===== config.mk =====
export PLATFORM = sky130hd
export DESIGN_NAME = multi_edge_detector
export DESIGN_NICKNAME = d
export VERILOG_FILES = /design/src/rtl/multi_edge_detector.sv
export SDC_FILE = /design/constraint.sdc
export NUM_CORES = 1
export LEC_CHECK = 0
export CAP_MARGIN = 20
export CELL_PAD_IN_SITES_DETAIL_PLACEMENT = 1
export CELL_PAD_IN_SITES_GLOBAL_PLACEMENT = 1
export CORE_MARGIN = 1.5
export CORE_UTILIZATION = 28
export CTS_CLUSTER_DIAMETER = 30
export DETAILED_ROUTE_END_ITERATION = 16
export PLACE_DENSITY_LB_ADDON = 0.08
export SLEW_MARGIN = 20
export SYNTH_ARGS = -nofsm -noshare
export SYNTH_HDL_FRONTEND = slang
export SYNTH_SLANG_ARGS = --single-unit

===== constraint.sdc =====
create_clock -name clk -period 1.8 [get_ports clk]
set_clock_uncertainty 0.15 [all_clocks]
set_input_delay 0.54 -clock clk [delete_from_list [all_inputs] [get_ports clk]]
set_output_delay 0.54 -clock clk [all_outputs]
set_load 0.005 [all_outputs]

===== src/rtl/multi_edge_detector.sv =====
// WIDTH-channel edge detector: input synchroniser, registered rise/fall pulses and sticky
// write-1-to-clear event flags. Define EDGE_DET_DEBOUNCE_EN to add a per-channel debounce filter.
module multi_edge_detector #(
   parameter int WIDTH           = 8,
   parameter int SYNC_STAGES     = 2,
   parameter int DEBOUNCE_CYCLES = 4
) (
   input  logic             clk,
   input  logic             rst,
   input  logic [WIDTH-1:0] sig_in,
   input  logic [WIDTH-1:0] rise_en,
   input  logic [WIDTH-1:0] fall_en,
   input  logic [WIDTH-1:0] clr,
   output logic [WIDTH-1:0] rise_pulse,
   output logic [WIDTH-1:0] fall_pulse,
   output logic [WIDTH-1:0] level_out,
   output logic [WIDTH-1:0] event_flag,
   output logic             irq
);

   if (WIDTH < 1 || WIDTH > 32 || SYNC_STAGES < 1 || SYNC_STAGES > 4 ||
       DEBOUNCE_CYCLES < 1 || DEBOUNCE_CYCLES > 255) begin : g_bad_params
      $error("multi_edge_detector: parameter out of range");
   end

   logic [WIDTH-1:0] sync_q [SYNC_STAGES];
   logic [WIDTH-1:0] sync_d [SYNC_STAGES];
   logic [WIDTH-1:0] stable;
   logic [WIDTH-1:0] prev_q, prev_d;
   logic [WIDTH-1:0] rise_q, rise_d;
   logic [WIDTH-1:0] fall_q, fall_d;
   logic [WIDTH-1:0] flag_q, flag_d;

   always_comb begin
      sync_d[0] = sig_in;
      for (int k = 1; k < SYNC_STAGES; k++) begin
         sync_d[k] = sync_q[k-1];
      end
   end

`ifdef EDGE_DET_DEBOUNCE_EN
   localparam int CNT_W = $clog2(DEBOUNCE_CYCLES + 1);
   localparam logic [CNT_W-1:0] CNT_LAST = CNT_W'(DEBOUNCE_CYCLES - 1);

   logic [WIDTH-1:0] filt_q, filt_d;
   logic [CNT_W-1:0] cnt_q [WIDTH];
   logic [CNT_W-1:0] cnt_d [WIDTH];

   // A change is accepted only after DEBOUNCE_CYCLES consecutive samples disagree with the filter
   always_comb begin
      filt_d = filt_q;
      for (int i = 0; i < WIDTH; i++) begin
         cnt_d[i] = '0;
         if (sync_q[SYNC_STAGES-1][i] != filt_q[i]) begin
            if (cnt_q[i] == CNT_LAST) begin
               filt_d[i] = sync_q[SYNC_STAGES-1][i];
            end else begin
               cnt_d[i] = cnt_q[i] + 1'b1;
            end
         end
      end
   end

   always_ff @(posedge clk or posedge rst) begin
      if (rst) begin
         filt_q <= '0;
         for (int i = 0; i < WIDTH; i++) begin
            cnt_q[i] <= '0;
         end
      end else begin
         filt_q <= filt_d;
         for (int i = 0; i < WIDTH; i++) begin
            cnt_q[i] <= cnt_d[i];
         end
      end
   end

   assign stable = filt_q;
`else
   assign stable = sync_q[SYNC_STAGES-1];
`endif

   // Set has priority over clr so an edge arriving during a clear is never lost
   always_comb begin
      prev_d = stable;
      rise_d = stable & ~prev_q;
      fall_d = ~stable & prev_q;
      flag_d = (rise_q & rise_en) | (fall_q & fall_en) | (flag_q & ~clr);
   end

   always_ff @(posedge clk or posedge rst) begin
      if (rst) begin
         for (int k = 0; k < SYNC_STAGES; k++) begin
            sync_q[k] <= '0;
         end
         prev_q <= '0;
         rise_q <= '0;
         fall_q <= '0;
         flag_q <= '0;
      end else begin
         for (int k = 0; k < SYNC_STAGES; k++) begin
            sync_q[k] <= sync_d[k];
         end
         prev_q <= prev_d;
         rise_q <= rise_d;
         fall_q <= fall_d;
         flag_q <= flag_d;
      end
   end

   assign rise_pulse = rise_q;
   assign fall_pulse = fall_q;
   assign level_out  = stable;
   assign event_flag = flag_q;
   assign irq        = |flag_q;

endmodule


# Yosys cells after proc, flatten, opt, wreduce, memory -nomap -nowiden
# Index checks and enable logic that the tools add are counted.
# totals
ff_bits	48
latchBits	0
mem_bits_rw	0
mem_bits_ro	0
inputBits	34
output_inout_bits	33
elab_cells	17
n_memories	0
# op_classes
add_sub_neg	0
multipliers	0
div	0
magnitude_cmp	0
eq_ne	0
n_shift	0
muxes	0
bitwise_logic	10
reduce_logical	1
# op_table
operator	n
$and 8x8->8	5
$not 8->8	3
$or 8x8->8	2
$reduce_or 8->1	1

# Logic depth before layout (Yosys ltp)
# depth
depth_word	3
ltp_mapped	2
ltp_nobuf	2

# Worst setup path after synthesis
# No wires, ideal clock.
# synth_path
path_kind	register to output
start	register flag_q[6], in the netlist event_flag[6]
end	output port irq
arrival_ps	729
required_ps	1110
setup_slack_ps	381
path_stages_with_launch	3
path_buffers	0
cell_sequence	dfrtp_1 -> nor4_1 -> nand2_1
# synth_between
elab_chain_cells	1
# synth_rtl
element	line_no	text
from (decl)	32	logic [WIDTH-1:0] flag_q, flag_d;
from (signal assigned)	107	flag_q <= flag_d;
$reduce_or 8->1	115	assign irq = |flag_q;
to (decl)	18	output logic irq
# Every way passes these cells.

# Worst setup path in the final report
# layout_path
start	register flag_q[4], in the netlist event_flag[4]
end	output port irq
# The elaborated chain is that of the path after synthesis.

==> metrics.md <==
| Metric | Value |
|---|---|
| Final Slew Violations | 0 |
| Die H | 75.2 um |
| Cts bufs inserted | 5 |
| VDD IR-drop max | 0.358 mV |
| Die Wd | 75.2 um |
| Synth cell types | 9 |
| Worst Path Arrival | 1240 ps |
| Max stage delay cell, worst path | dfrtp_1 |
| Vias | 1046 |
| Syn-to-layout area delta | 69.6% |
| Total Die Area | 5650 sq um |
| First-pass GRT wire length | 5190 um |
| FF+latch count, synth | 48 |
| Util after Layout | 48.7% |
| DR vias/cell | 4.07 |
| Delay-heaviest family, CP | flip-flops |
| Total length of routed wires | 3310 um |
| Hold Path Class | flip-flop to flip-flop |
| Number of nets in the layout | 220 |
| FF-to-FF path depth | 4 |
| Leakage | 1.18 nW |
| Total Routing Usage GR | 12.7% |
| Rel. slew slack | 81.9% |
| Setup ws final | -133 ps |
| Failing checks | setup timing |
| Clk sinks | 48 |
| Gate Count Post-Synth | 91 |
| Max cap viols | 0 |
| Crit Path Category | flip-flop to output port |
| Most common cell after layout, fill and taps aside | dfrtp_1 |
| Final min period | 1930 ps |
| Worst slew pin tran | 272 ps |
| Final GP Congestion | 0.713 |
| Initial DRC Count | 15 |
| Clock-pin slew on the worst setup and hold paths | 80 ps |
| Synth Cell Area | 1460 sq um |
| Ant diodes | 0 |
| DP Wirelength | 2490 um |
| Antenna viol nets, final | 0 |
| Status | finished, violations left |
| Hold path depth | 0 |
| Io pins | 67 |
| Row count | 26 |
| Buffers on Ports | 66 |
| Worst skew pair latency | 290 ps |
| Logic depth of the worst path, buffers included | 4 |
| CTS H-tree depth | 2 |
| CP endpoint kind | output port |
| # hold bufs at CTS | 0 |
| RSZ-0062 raised after global routing | yes |
| Avg WL per Cell | 12.9 um |
| Crit path max fanout | 2 |
| Pwr/cell area | 854 nW/um^2 |
| Vias in the first global route | 1117 |
| Hold Vio Cnt, Final | 0 |
| Drt pass-1 iters | 4 |
| # DRC | 0 |
| WP data required | 1110 ps |
| Initial core utilization | 28.7% |
| Bufs and invs on worst path | 2 |
| Setup violators final | 2 |
| Cell taking the most area after synthesis | dfrtp_1 |
| Final Cycle Share | 107% |
| Fmax | 0.517 GHz |
| Area share of the largest cell type after synthesis | 82.3% |
| Gr ovfl total | 0 |
| CP Launch Type | flip-flop |
| Layout cells sized above 1 | 19.8% |
| Largest net degree at the start of global routing | 27 |
| Clock root buffer | clkbuf_8 |
| Final Hold Slack | 200 ps |
| Crit path largest cell delay | 390 ps |
| CTS tree | built |
| Synthesized Nets | 125 |
| Sequential-to-total area share from yosys stat | 82.3% |
| Clk buf depth | 2 |
| Initial antenna violation count | 0 |
| Main area contributors after synthesis | dfrtp_1, nor2b_1, a22oi_1 |
| Yosys warnings | 0 |
| Core Region | 5070 sq um |
| Mapped Avg Cell Area | 16.0 sq um |
| Most frequent cells in the layout | dfrtp_1, clkdlybuf4s50_1, dlygate4sd2_1 |
| Critical-path cell list | buf_6, nor4_4, nand2_1, buf_2 |
-- sequential cells by signal, indices dropped and copies added, names as in the netlist --
signal and cells:
event_flag 8, fall_pulse 8, level_out 8, prev_q 8, rise_pulse 8, sync_d 8
-- metal layers --
metal  up-vias  global-route usage [%]  wire [um]
met1       509                    13.6       1260
met5         -                       0          0
met2        49                    22.5       1680
met4         0                    4.76         41
li1        484                       -          -
met3         4                    5.35        331
-- through the flow --
stage          instance area, sq um  cells  worst slack, ps  setup TNS [ps]  power [W]
3_3_place_gp                   2280    234             -151            -151    0.00147
2_1_floorplan                  1460     91              381               0    0.00126
3_5_place_dp                   2280    234             -294            -294    0.00148
5_1_grt                        2470    257             -209            -360    0.00223
6_report                       2470    257             -133            -229    0.00211
4_1_cts                        2450    256             -189            -301    0.00214
-- repair_timing --
item	in CTS	in global routing
resized for setup	45	7
setup buffers	14	2
setup endpoints to repair	33	6
pin swaps	1	0
-- path summary, 6_finish.rpt --
kind / start / endpoint / slack (ps)
setup reg to reg: event_flag[6] / event_flag[6] / 520
setup / recovery: event_flag[4] / irq / -130
hold reg to reg: sync_d[7] / level_out[7] / 200
min in group asynchronous: rst / level_out[7] / 480
hold / removal: sync_d[7] / level_out[7] / 200
max in group asynchronous: rst / rise_pulse[0] / 740
-- cells in the mapped netlist --
| cell | n |
|---|---|
| a221o_1 | 1 |
| o21ai_0 | 7 |
| nor2b_1 | 16 |
| nand2_1 | 1 |
| inv_1 | 8 |
| a22oi_1 | 7 |
| nor2b_4 | 1 |
| dfrtp_1 | 48 |
| nor4_1 | 2 |
-- report_power, final --
| group | leakage (nW) | total, W | internal (W) | switching, W |
|---|---|---|---|---|
| logic | 0.542 | 0.000295 | 0.000195 | 0.000100 |
| registers | 0.584 | 0.00118 | 0.00114 | 0.0000367 |
| clock network | 0.0510 | 0.000639 | 0.000307 | 0.000332 |
-- logic make-up (layout without fill, tap and decap cells) --
kind of cell | after synthesis | after routing | share of synthesized area [%]
AO/OA/AOI/OAI | 15 | 15 | 6.69
buffers and inverters | 8 | 104 | 2.06
flip-flops | 48 | 48 | 82.3
AND/OR/NAND/NOR | 20 | 20 | 8.92
-- cell type report --
class	instances	area, sq um
Clock inverter	2	10.0
Tap cell	70	87.6
Timing Repair Buffer	88	810
Inverter	8	33.8
Sequential cell	48	1200
Multi-Input combinational cell	35	249
Fill cell	550	2600
Clock buffer	6	82.6
(Power assumes the default switching activity.)
